--- src/rtl/dmem_debug_scheduler_if.sv ---
// Host-debug command/response and memory debug-port bundle for dmem_debug_scheduler.
// master = host/memory side, slave = scheduler.
interface dmem_debug_scheduler_if #(
    parameter int unsigned ADDR_W = 9
);
    logic              cmd_valid;
    logic              cmd_ready;
    logic              cmd_write;
    logic              cmd_mem_type;
    logic [ADDR_W-1:0] cmd_addr;
    logic [31:0]       cmd_wdata;

    logic              rsp_valid;
    logic              rsp_ready;
    logic [41:0]       rsp_data;

    logic              write_mem_req;
    logic              target_mem_type;
    logic [ADDR_W-1:0] target_addr;
    logic              rw_flag;
    logic [31:0]       uart_rx_data_out;
    logic              mem_tx_ready;
    logic [41:0]       mem_tx_data;

    modport master (
        output cmd_valid, cmd_write, cmd_mem_type, cmd_addr, cmd_wdata,
        input  cmd_ready,
        input  rsp_valid, rsp_data,
        output rsp_ready,
        input  write_mem_req, target_mem_type, target_addr, rw_flag, uart_rx_data_out,
        output mem_tx_ready, mem_tx_data
    );

    modport slave (
        input  cmd_valid, cmd_write, cmd_mem_type, cmd_addr, cmd_wdata,
        output cmd_ready,
        output rsp_valid, rsp_data,
        input  rsp_ready,
        output write_mem_req, target_mem_type, target_addr, rw_flag, uart_rx_data_out,
        input  mem_tx_ready, mem_tx_data
    );
endinterface

--- src/rtl/dmem_debug_scheduler.sv ---
// Halts the pipeline, drains in-flight memory ops, issues one debug memory access per
// host command and returns exactly one response before restoring the CPU run state.
module dmem_debug_scheduler #(
    parameter int unsigned DRAIN_CYCLES   = 4,
    parameter int unsigned TIMEOUT_CYCLES = 16,
    parameter int unsigned ADDR_W         = 9
) (
    input  logic                   clk,
    input  logic                   rst_n,
    input  logic                   run_req,
    output logic                   cpu_enable,
    input  logic                   cpu_mem_active,
    output logic                   busy,
    dmem_debug_scheduler_if.slave  bus
);
    localparam int unsigned DRAIN_W = $clog2(DRAIN_CYCLES + 1);
    localparam int unsigned TIMER_W = $clog2(TIMEOUT_CYCLES + 1);

    typedef enum logic [2:0] {StIdle, StDrain, StIssue, StWait, StResp} state_e;

    state_e              r_state;
    state_e              w_state_d;
    logic [DRAIN_W-1:0]  r_drain_cnt;
    logic [TIMER_W-1:0]  r_timer;
    logic                r_cpu_enable;
    logic                r_target_mem_type;
    logic [ADDR_W-1:0]   r_target_addr;
    logic                r_rw_flag;
    logic [31:0]         r_wdata;
    logic [41:0]         r_rsp_data;
    logic                w_drain_done;
    logic                w_timeout;
    logic [41:0]         w_err_word;

    assign w_drain_done = (r_drain_cnt == '0) && !cpu_mem_active;
    assign w_timeout    = (r_timer == TIMER_W'(TIMEOUT_CYCLES - 1));
    assign w_err_word   = {1'b1, 41'({r_target_addr, 32'h0})};

    assign bus.cmd_ready        = (r_state == StIdle) && rst_n;
    assign bus.rsp_valid        = (r_state == StResp);
    assign bus.rsp_data         = r_rsp_data;
    assign bus.write_mem_req    = (r_state == StIssue);
    assign bus.target_mem_type  = r_target_mem_type;
    assign bus.target_addr      = r_target_addr;
    assign bus.rw_flag          = r_rw_flag;
    assign bus.uart_rx_data_out = r_wdata;
    assign cpu_enable           = r_cpu_enable;
    assign busy                 = (r_state != StIdle);

    always_comb begin
        w_state_d = r_state;
        unique case (r_state)
            StIdle:  if (bus.cmd_valid) w_state_d = StDrain;
            StDrain: begin
                if (w_drain_done)   w_state_d = StIssue;
                else if (w_timeout) w_state_d = StResp;
            end
            StIssue: w_state_d = r_rw_flag ? StResp : StWait;
            StWait:  if (bus.mem_tx_ready || w_timeout) w_state_d = StResp;
            StResp:  if (bus.rsp_ready) w_state_d = StIdle;
            default: w_state_d = StIdle;
        endcase
    end

    always_ff @(posedge clk or negedge rst_n) begin
        if (!rst_n) begin
            r_state           <= StIdle;
            r_drain_cnt       <= '0;
            r_timer           <= '0;
            r_cpu_enable      <= 1'b0;
            r_target_mem_type <= 1'b0;
            r_target_addr     <= '0;
            r_rw_flag         <= 1'b0;
            r_wdata           <= '0;
            r_rsp_data        <= '0;
        end else begin
            r_state <= w_state_d;
            // Timer measures time spent in the current state and saturates at the limit.
            if (w_state_d != r_state) r_timer <= '0;
            else if (!w_timeout)      r_timer <= r_timer + TIMER_W'(1);

            if (r_state == StIdle && bus.cmd_valid) begin
                r_target_mem_type <= bus.cmd_mem_type;
                r_target_addr     <= bus.cmd_addr;
                r_rw_flag         <= bus.cmd_write;
                r_wdata           <= bus.cmd_wdata;
                r_drain_cnt       <= DRAIN_W'(DRAIN_CYCLES - 1);
            end else if (r_drain_cnt != '0) begin
                r_drain_cnt <= r_drain_cnt - DRAIN_W'(1);
            end

            // Run state follows run_req only while idle, including the returning edge.
            r_cpu_enable <= (w_state_d == StIdle) ? run_req : 1'b0;

            case (r_state)
                StDrain: if (!w_drain_done && w_timeout) r_rsp_data <= w_err_word;
                StIssue: if (r_rw_flag) r_rsp_data <= {1'b0, 41'({r_target_addr, 32'h0})};
                StWait: begin
                    if (bus.mem_tx_ready) r_rsp_data <= bus.mem_tx_data & {1'b0, {41{1'b1}}};
                    else if (w_timeout)   r_rsp_data <= w_err_word;
                end
                default: ;
            endcase
        end
    end
endmodule
--- src/flat_wrapper.sv ---
// flat-port wrapper written by rule: the top's interface ports become plain ports
module dmem_debug_scheduler_flat 
#(
    parameter int unsigned DRAIN_CYCLES   = 4,
    parameter int unsigned TIMEOUT_CYCLES = 16,
    parameter int unsigned ADDR_W         = 9
)
  (clk, rst_n, run_req, cpu_enable, cpu_mem_active, busy, bus_cmd_valid, bus_cmd_write, bus_cmd_mem_type, bus_cmd_addr, bus_cmd_wdata, bus_cmd_ready, bus_rsp_valid, bus_rsp_data, bus_rsp_ready, bus_write_mem_req, bus_target_mem_type, bus_target_addr, bus_rw_flag, bus_uart_rx_data_out, bus_mem_tx_ready, bus_mem_tx_data);
  dmem_debug_scheduler_if #(.ADDR_W(ADDR_W)) bus_i ();
  input  logic clk;
  input  logic rst_n;
  input  logic run_req;
  output logic cpu_enable;
  input  logic cpu_mem_active;
  output logic busy;
  input wire logic [$bits(bus_i.cmd_valid)-1:0] bus_cmd_valid;
  input wire logic [$bits(bus_i.cmd_write)-1:0] bus_cmd_write;
  input wire logic [$bits(bus_i.cmd_mem_type)-1:0] bus_cmd_mem_type;
  input wire logic [$bits(bus_i.cmd_addr)-1:0] bus_cmd_addr;
  input wire logic [$bits(bus_i.cmd_wdata)-1:0] bus_cmd_wdata;
  output wire logic [$bits(bus_i.cmd_ready)-1:0] bus_cmd_ready;
  output wire logic [$bits(bus_i.rsp_valid)-1:0] bus_rsp_valid;
  output wire logic [$bits(bus_i.rsp_data)-1:0] bus_rsp_data;
  input wire logic [$bits(bus_i.rsp_ready)-1:0] bus_rsp_ready;
  output wire logic [$bits(bus_i.write_mem_req)-1:0] bus_write_mem_req;
  output wire logic [$bits(bus_i.target_mem_type)-1:0] bus_target_mem_type;
  output wire logic [$bits(bus_i.target_addr)-1:0] bus_target_addr;
  output wire logic [$bits(bus_i.rw_flag)-1:0] bus_rw_flag;
  output wire logic [$bits(bus_i.uart_rx_data_out)-1:0] bus_uart_rx_data_out;
  input wire logic [$bits(bus_i.mem_tx_ready)-1:0] bus_mem_tx_ready;
  input wire logic [$bits(bus_i.mem_tx_data)-1:0] bus_mem_tx_data;
  assign bus_i.cmd_valid = bus_cmd_valid;
  assign bus_i.cmd_write = bus_cmd_write;
  assign bus_i.cmd_mem_type = bus_cmd_mem_type;
  assign bus_i.cmd_addr = bus_cmd_addr;
  assign bus_i.cmd_wdata = bus_cmd_wdata;
  assign bus_cmd_ready = bus_i.cmd_ready;
  assign bus_rsp_valid = bus_i.rsp_valid;
  assign bus_rsp_data = bus_i.rsp_data;
  assign bus_i.rsp_ready = bus_rsp_ready;
  assign bus_write_mem_req = bus_i.write_mem_req;
  assign bus_target_mem_type = bus_i.target_mem_type;
  assign bus_target_addr = bus_i.target_addr;
  assign bus_rw_flag = bus_i.rw_flag;
  assign bus_uart_rx_data_out = bus_i.uart_rx_data_out;
  assign bus_i.mem_tx_ready = bus_mem_tx_ready;
  assign bus_i.mem_tx_data = bus_mem_tx_data;
  dmem_debug_scheduler #(.DRAIN_CYCLES(DRAIN_CYCLES), .TIMEOUT_CYCLES(TIMEOUT_CYCLES), .ADDR_W(ADDR_W)) u_core (.clk(clk), .rst_n(rst_n), .run_req(run_req), .cpu_enable(cpu_enable), .cpu_mem_active(cpu_mem_active), .busy(busy), .bus(bus_i));
endmodule
--- config.mk ---
export PLATFORM = sky130hd
export DESIGN_NAME = dmem_debug_scheduler_flat
export DESIGN_NICKNAME = d
export VERILOG_FILES = /design/src/rtl/dmem_debug_scheduler_if.sv /design/src/rtl/dmem_debug_scheduler.sv /design/src/flat_wrapper.sv
export SDC_FILE = /design/constraint.sdc
export NUM_CORES = 1
export LEC_CHECK = 0
export CORE_MARGIN = 2
export CORE_UTILIZATION = 40
export DETAILED_ROUTE_END_ITERATION = 10
export PLACE_DENSITY = 0.76
export SKIP_LAST_GASP = 1
export SLEW_MARGIN = 0
export SYNTH_ARGS = -nofsm -noshare
export SYNTH_HDL_FRONTEND = slang
export SYNTH_SLANG_ARGS = --single-unit
--- constraint.sdc ---
create_clock -name clk -period 2.8 [get_ports clk]
set_clock_uncertainty 0.15 [all_clocks]
set_input_delay 0.84 -clock clk [delete_from_list [all_inputs] [get_ports clk]]
set_output_delay 0.84 -clock clk [all_outputs]
set_load 0.05 [all_outputs]
Yosys cells after proc, flatten, opt, wreduce, memory -nomap -nowiden
Cells that the tools add are included.
- $add $sub $neg: 2
- equality and inequality tests: 10
- mux-type cells: 17
- reduce and logical (&&, ||, !) cells: 15
- operators with widths (cell ; count):
    42-bit two-way mux ; 4
    42-bit one-hot mux with 3 select lines ; 1
    3-bit two-way mux ; 8
    3-bit one-hot mux with 5 select lines ; 1
    5-bit two-way mux ; 2
    3-bit zero test ; 3
    3-bit nonzero test ; 3
    3-bit by 2-bit equality test with 1-bit output, second input constant ; 2
    5-bit by 1-bit adder with 5-bit output, second input constant ; 1
    5-bit by 4-bit equality test with 1-bit output, second input constant ; 1
    1-bit logical AND ; 4
    2-bit by 1-bit != test with 1-bit output, second input constant ; 2
    4-bit AND reduction ; 1
    3-bit by 1-bit equality test with 1-bit output, second input constant ; 1
    3-bit equality test, second input constant ; 1
    3-bit by 2-bit != test with 1-bit output, second input constant ; 1
    3-bit != test ; 1
    3-bit by 1-bit subtractor with 3-bit output, second input constant ; 1
    1-bit zero test ; 2
    2-bit != test, second input constant ; 1
    2-bit nonzero test ; 1
    1-bit logical OR ; 1
    1-bit two-way mux ; 1
- flip-flop bits (word level): 97
- output and inout bits: 90
- logic and storage cells: 53

Depth between registers and ports, before layout
- depth in word-level cells: 6
- gate-level depth with buffers: 10

Worst setup path after synthesis
Ideal clock, no wire load.
- kind: reg-to-output
- start: reg u_core.r_state[2]
- end: out bus_cmd_ready
- arrival time: 1.939 ns
- required time: 1.810 ns
- setup slack: -0.129 ns
- stages on the path, launching flop included: 4
- cell sequence: dfrtp_1 > buf_4 > or3_1 > nor2_1
- longest elaborated chain between the ends: 2
- ends and longest elaborated chain (what ; RTL line ; text):
    start: declaration ; dmem_debug_scheduler.sv:21 ; state_e r_state;
    start signal: assignment ; dmem_debug_scheduler.sv:67 ; r_state <= StIdle;
    start signal: assignment ; dmem_debug_scheduler.sv:77 ; r_state <= w_state_d;
    3-bit zero test ; dmem_debug_scheduler.sv:39 ; assign bus.cmd_ready = (r_state == StIdle) && rst_n;
    1-bit logical AND ; dmem_debug_scheduler.sv:39 ;
    end: declaration ; flat_wrapper.sv:21 ; output wire logic [$bits(bus_i.cmd_ready)-1:0] bus_cmd_ready;
Every way passes these cells.

Final worst setup path
- start: reg u_core.r_rw_flag (netlist: u_core.bus.rw_flag)
- end: out bus_rw_flag
- RTL lines (what ; RTL line ; text):
    start: declaration ; dmem_debug_scheduler.sv:28 ; logic r_rw_flag;
    start signal: assignment ; dmem_debug_scheduler.sv:85 ; r_rw_flag <= bus.cmd_write;
    end: declaration ; flat_wrapper.sv:28 ; output wire logic [$bits(bus_i.rw_flag)-1:0] bus_rw_flag;
No word-level cell between the ends.

==> insert_results.sql <==
INSERT INTO impl_metrics (metric_group, metric, value, unit) VALUES
('run_status', 'status', 'completed', ''),
('pwr', 'max-vdd-ir-drop', '828', 'uV'),
('pwr', 'powerDensity', '1390', 'nW/um2'),
('sta', 'hold_viol', '0', ''),
('yosys', 'yosys_register_bits', '97', ''),
('detailed_routing', 'avgViaCountPerCell', '4.90', ''),
('flow_run', 'max-cap-violations', '0', ''),
('yosys', 'average_size_of_a_mapped_cell', '15.5', 'um2'),
('detailed_routing', 'drt-total-wl', '9820', 'um'),
('clock_tree', 'cts_tree', 'built', ''),
('clock_tree', 'postCtsResizedCells', '0', ''),
('die', 'start_util', '41.2', '%'),
('global_route', 'grt_pass1_vias', '3080', ''),
('yosys', 'synth_area_leaders', 'dfrtp_1 (57%), mux2_4 (17%), a22o_1 (6.6%), mux2_2 (3.7%), buf_6 (2.1%)', ''),
('global_route', 'grt_util_all_layers', '17.3', '%'),
('yosys', 'synth.net_count', '372', ''),
('clock_tree', 'number_of_buffers_added_by_the_clock_tree_synthesis_step', '9', ''),
('yosys', 'synthCells', '276', ''),
('clock_tree', 'post_cts_buffers', '0', ''),
('cells_and_area', 'antenna_cells_inserted', '0', ''),
('cells_and_area', 'post_route_cells_drive_above_1_share', '23.3', '%'),
('sta', 'post-route-worst-setup-slack', '0.128', 'ns'),
('yosys', 'dominantRegCellSynth', 'dfrtp_1', ''),
('detailed_routing', 'drt_drc_violations_left', '0', ''),
('worst_setup_path', 'worst-path-buf-inv', '1', ''),
('global_route', 'grt_pass1_wl', '15400', 'um'),
('worst_setup_path', 'crit_slowest_cell', 'clkdlybuf4s50_1', ''),
('worst_setup_path', 'cp_top_family', 'buffers and inverters', ''),
('clock_tree', 'clkLatencyLatePin', '0.35', 'ns'),
('worst_setup_path', 'critical_path.startpoint', 'u_core.bus.rw_flag', ''),
('worst_setup_path', 'path_cells', 'clkdlybuf4s50_1', ''),
('die', 'die-width', '107', 'um'),
('sta', 'maxSlewHeadroom', '52.2', '%'),
('worst_setup_path', 'worst_setup_path_start_kind', 'register', ''),
('cells_and_area', 'multi_input_area', '1690', 'um2'),
('yosys', 'synthesis.area', '4270', 'um2'),
('detailed_routing', 'routedWlPerCell', '16.4', 'um'),
('cells_and_area', 'layout-area-overhead-vs-synth', '51.8', '%'),
('hold_path', 'worstHoldPathType', 'register to register', ''),
('worst_setup_path', 'required', '1.81', 'ns'),
('global_route', 'grt_overflow', '0', ''),
('die', 'core-area', '10400', 'um2'),
('worst_setup_path', 'worst_reg2reg_path_depth', '8', ''),
('clock_tree', 'clock_tree.buffer_depth', '2', ''),
('worst_setup_path', 'worstSetupEndpointType', 'primary output', ''),
('place', 'port_buffers', '180', ''),
('cells_and_area', 'final_core_util', '62.6', '%'),
('die', 'fp.dieArea', '11500', 'um2'),
('sta', 'finalCriticalPeriod', '2.67', 'ns'),
('sta', 'final_min_period_over_clock_period', '95.4', '%'),
('worst_setup_path', 'cp.arrival', '1.68', 'ns'),
('clock_tree', 'ctsHtreeMaxLevel', '3', ''),
('worst_setup_path', 'r2r_start', 'u_core.r_timer[0]', ''),
('sta', 'grt_setup_unrepaired', 'no', ''),
('global_route', 'grt_max_degree', '59', ''),
('pwr', 'design_power_total', '9.00', 'mW'),
('hold_path', 'timing.hold.worst.start', 'u_core.r_drain_cnt[1]', ''),
('yosys', 'synth.cells.most_frequent', 'dfrtp_1 (97), mux2_4 (47), a22o_1 (32), mux2_2 (14)', ''),
('yosys', 'ys_warn_count', '0', ''),
('yosys', 'yosys.cell_types.count', '42', ''),
('detailed_routing', 'routed-via-count', '2933', ''),
('place', 'gp_congestion', '0.789', ''),
('sta', 'worst-slew-pin-transition', '0.717', 'ns'),
('pwr', 'static-leakage-power', '2.81', 'nW'),
('detailed_routing', 'drt_first_pass_iters', '4', ''),
('cells_and_area', 'finalNetCount', '554', ''),
('clock_tree', 'ctsHoldBuffers', '0', ''),
('cells_and_area', 'fillers', '809', ''),
('clock_tree', 'cts_root_buf', 'clkbuf_8', ''),
('yosys', 'synthDominantCellAreaShare', '56.8', '%'),
('die', 'io_pins', '182', '');
cell usage in the layout (no fill, tap or decap), drive strengths merged, types with 2 or more instances in the layout:
cell type and n:
nor2 8, clkinv 3, dfrtp 97, xnor2 2, xor2 2, and3 2
nand2 2, ha 4, mux2 61, clkdlybuf4s50 175, a22o 32, bufinv 2
nor3 2, inv 5, nor2b 5, nand2b 4, mux2i 2, clkbuf 11
a2111oi 5, buf 15, or3 3, a21oi 4, nor3b 3
per-stage QoR:
| step | instances | hold slack (ns) | area (um2) |
|---|---|---|---|
| 2_1_floorplan | 276 | 0.309 | 4280 |
| 3_3_place_gp | 583 | 0.318 | 6270 |
| 3_5_place_dp | 583 | 0.326 | 6270 |
| 4_1_cts | 599 | 0.346 | 6490 |
| 5_1_grt | 599 | 0.368 | 6490 |
| 6_report | 599 | 0.343 | 6490 |
report_power, final:
group          switching [mW]  leakage, nW  internal [mW]  total, mW
clock                   0.468        0.113          0.527      0.995
sequential              0.455         1.20           2.05       2.51
combinational            3.18         1.49           2.32       5.50
total                    4.10         2.81           4.90       9.00
logic make-up after synthesis:
family / Yosys count / share of synthesized area [%]
AO/OA/AOI/OAI: 50 / 11.3
XOR/XNOR: 4 / 0.820
adder cells (fa/ha/maj): 4 / 1.17
buffers and inverters: 24 / 4.01
flip-flops: 97 / 56.8
multiplexers: 63 / 20.7
AND/OR/NAND/NOR: 34 / 5.21
per-layer routing:
metal	track usage [%]	vias to the layer above	part of all wire, %
met5	0	-	0
met2	28.9	107	51
li1	-	1361	-
met3	6.05	8	8.0
met1	21.2	1457	40
met4	4.95	0	1.0
worst paths after layout:
path                                                 to
max in group asynchronous       u_core.bus.rsp_data[15]
worst max-delay path                        bus_rw_flag
min in group asynchronous         u_core.r_drain_cnt[2]
worst min-delay path              u_core.r_drain_cnt[1]
worst min register to register    u_core.r_drain_cnt[1]
worst max register to register  u_core.bus.rsp_data[40]
cell type report:
cell class	count	share of cell area, %
multi-input cells	155	26.0
clock inverters	5	1.21
flip-flops and latches	97	37.4
inverters	5	0.289
clock buffers	11	2.18
repair buffers	190	30.3
well taps	136	2.62
registers in the layout, indices dropped and copies added, names as in the netlist:
signal	flops
u_core.bus.rsp_data	42
u_core.bus.uart_rx_data_out	32
u_core.bus.target_addr	9
u_core.r_timer	5
u_core.r_drain_cnt	3
u_core.r_state	3
u_core.bus.rw_flag	1
u_core.bus.target_mem_type	1
u_core.cpu_enable	1
No activity file was read; power rests on OpenSTA's default activity.
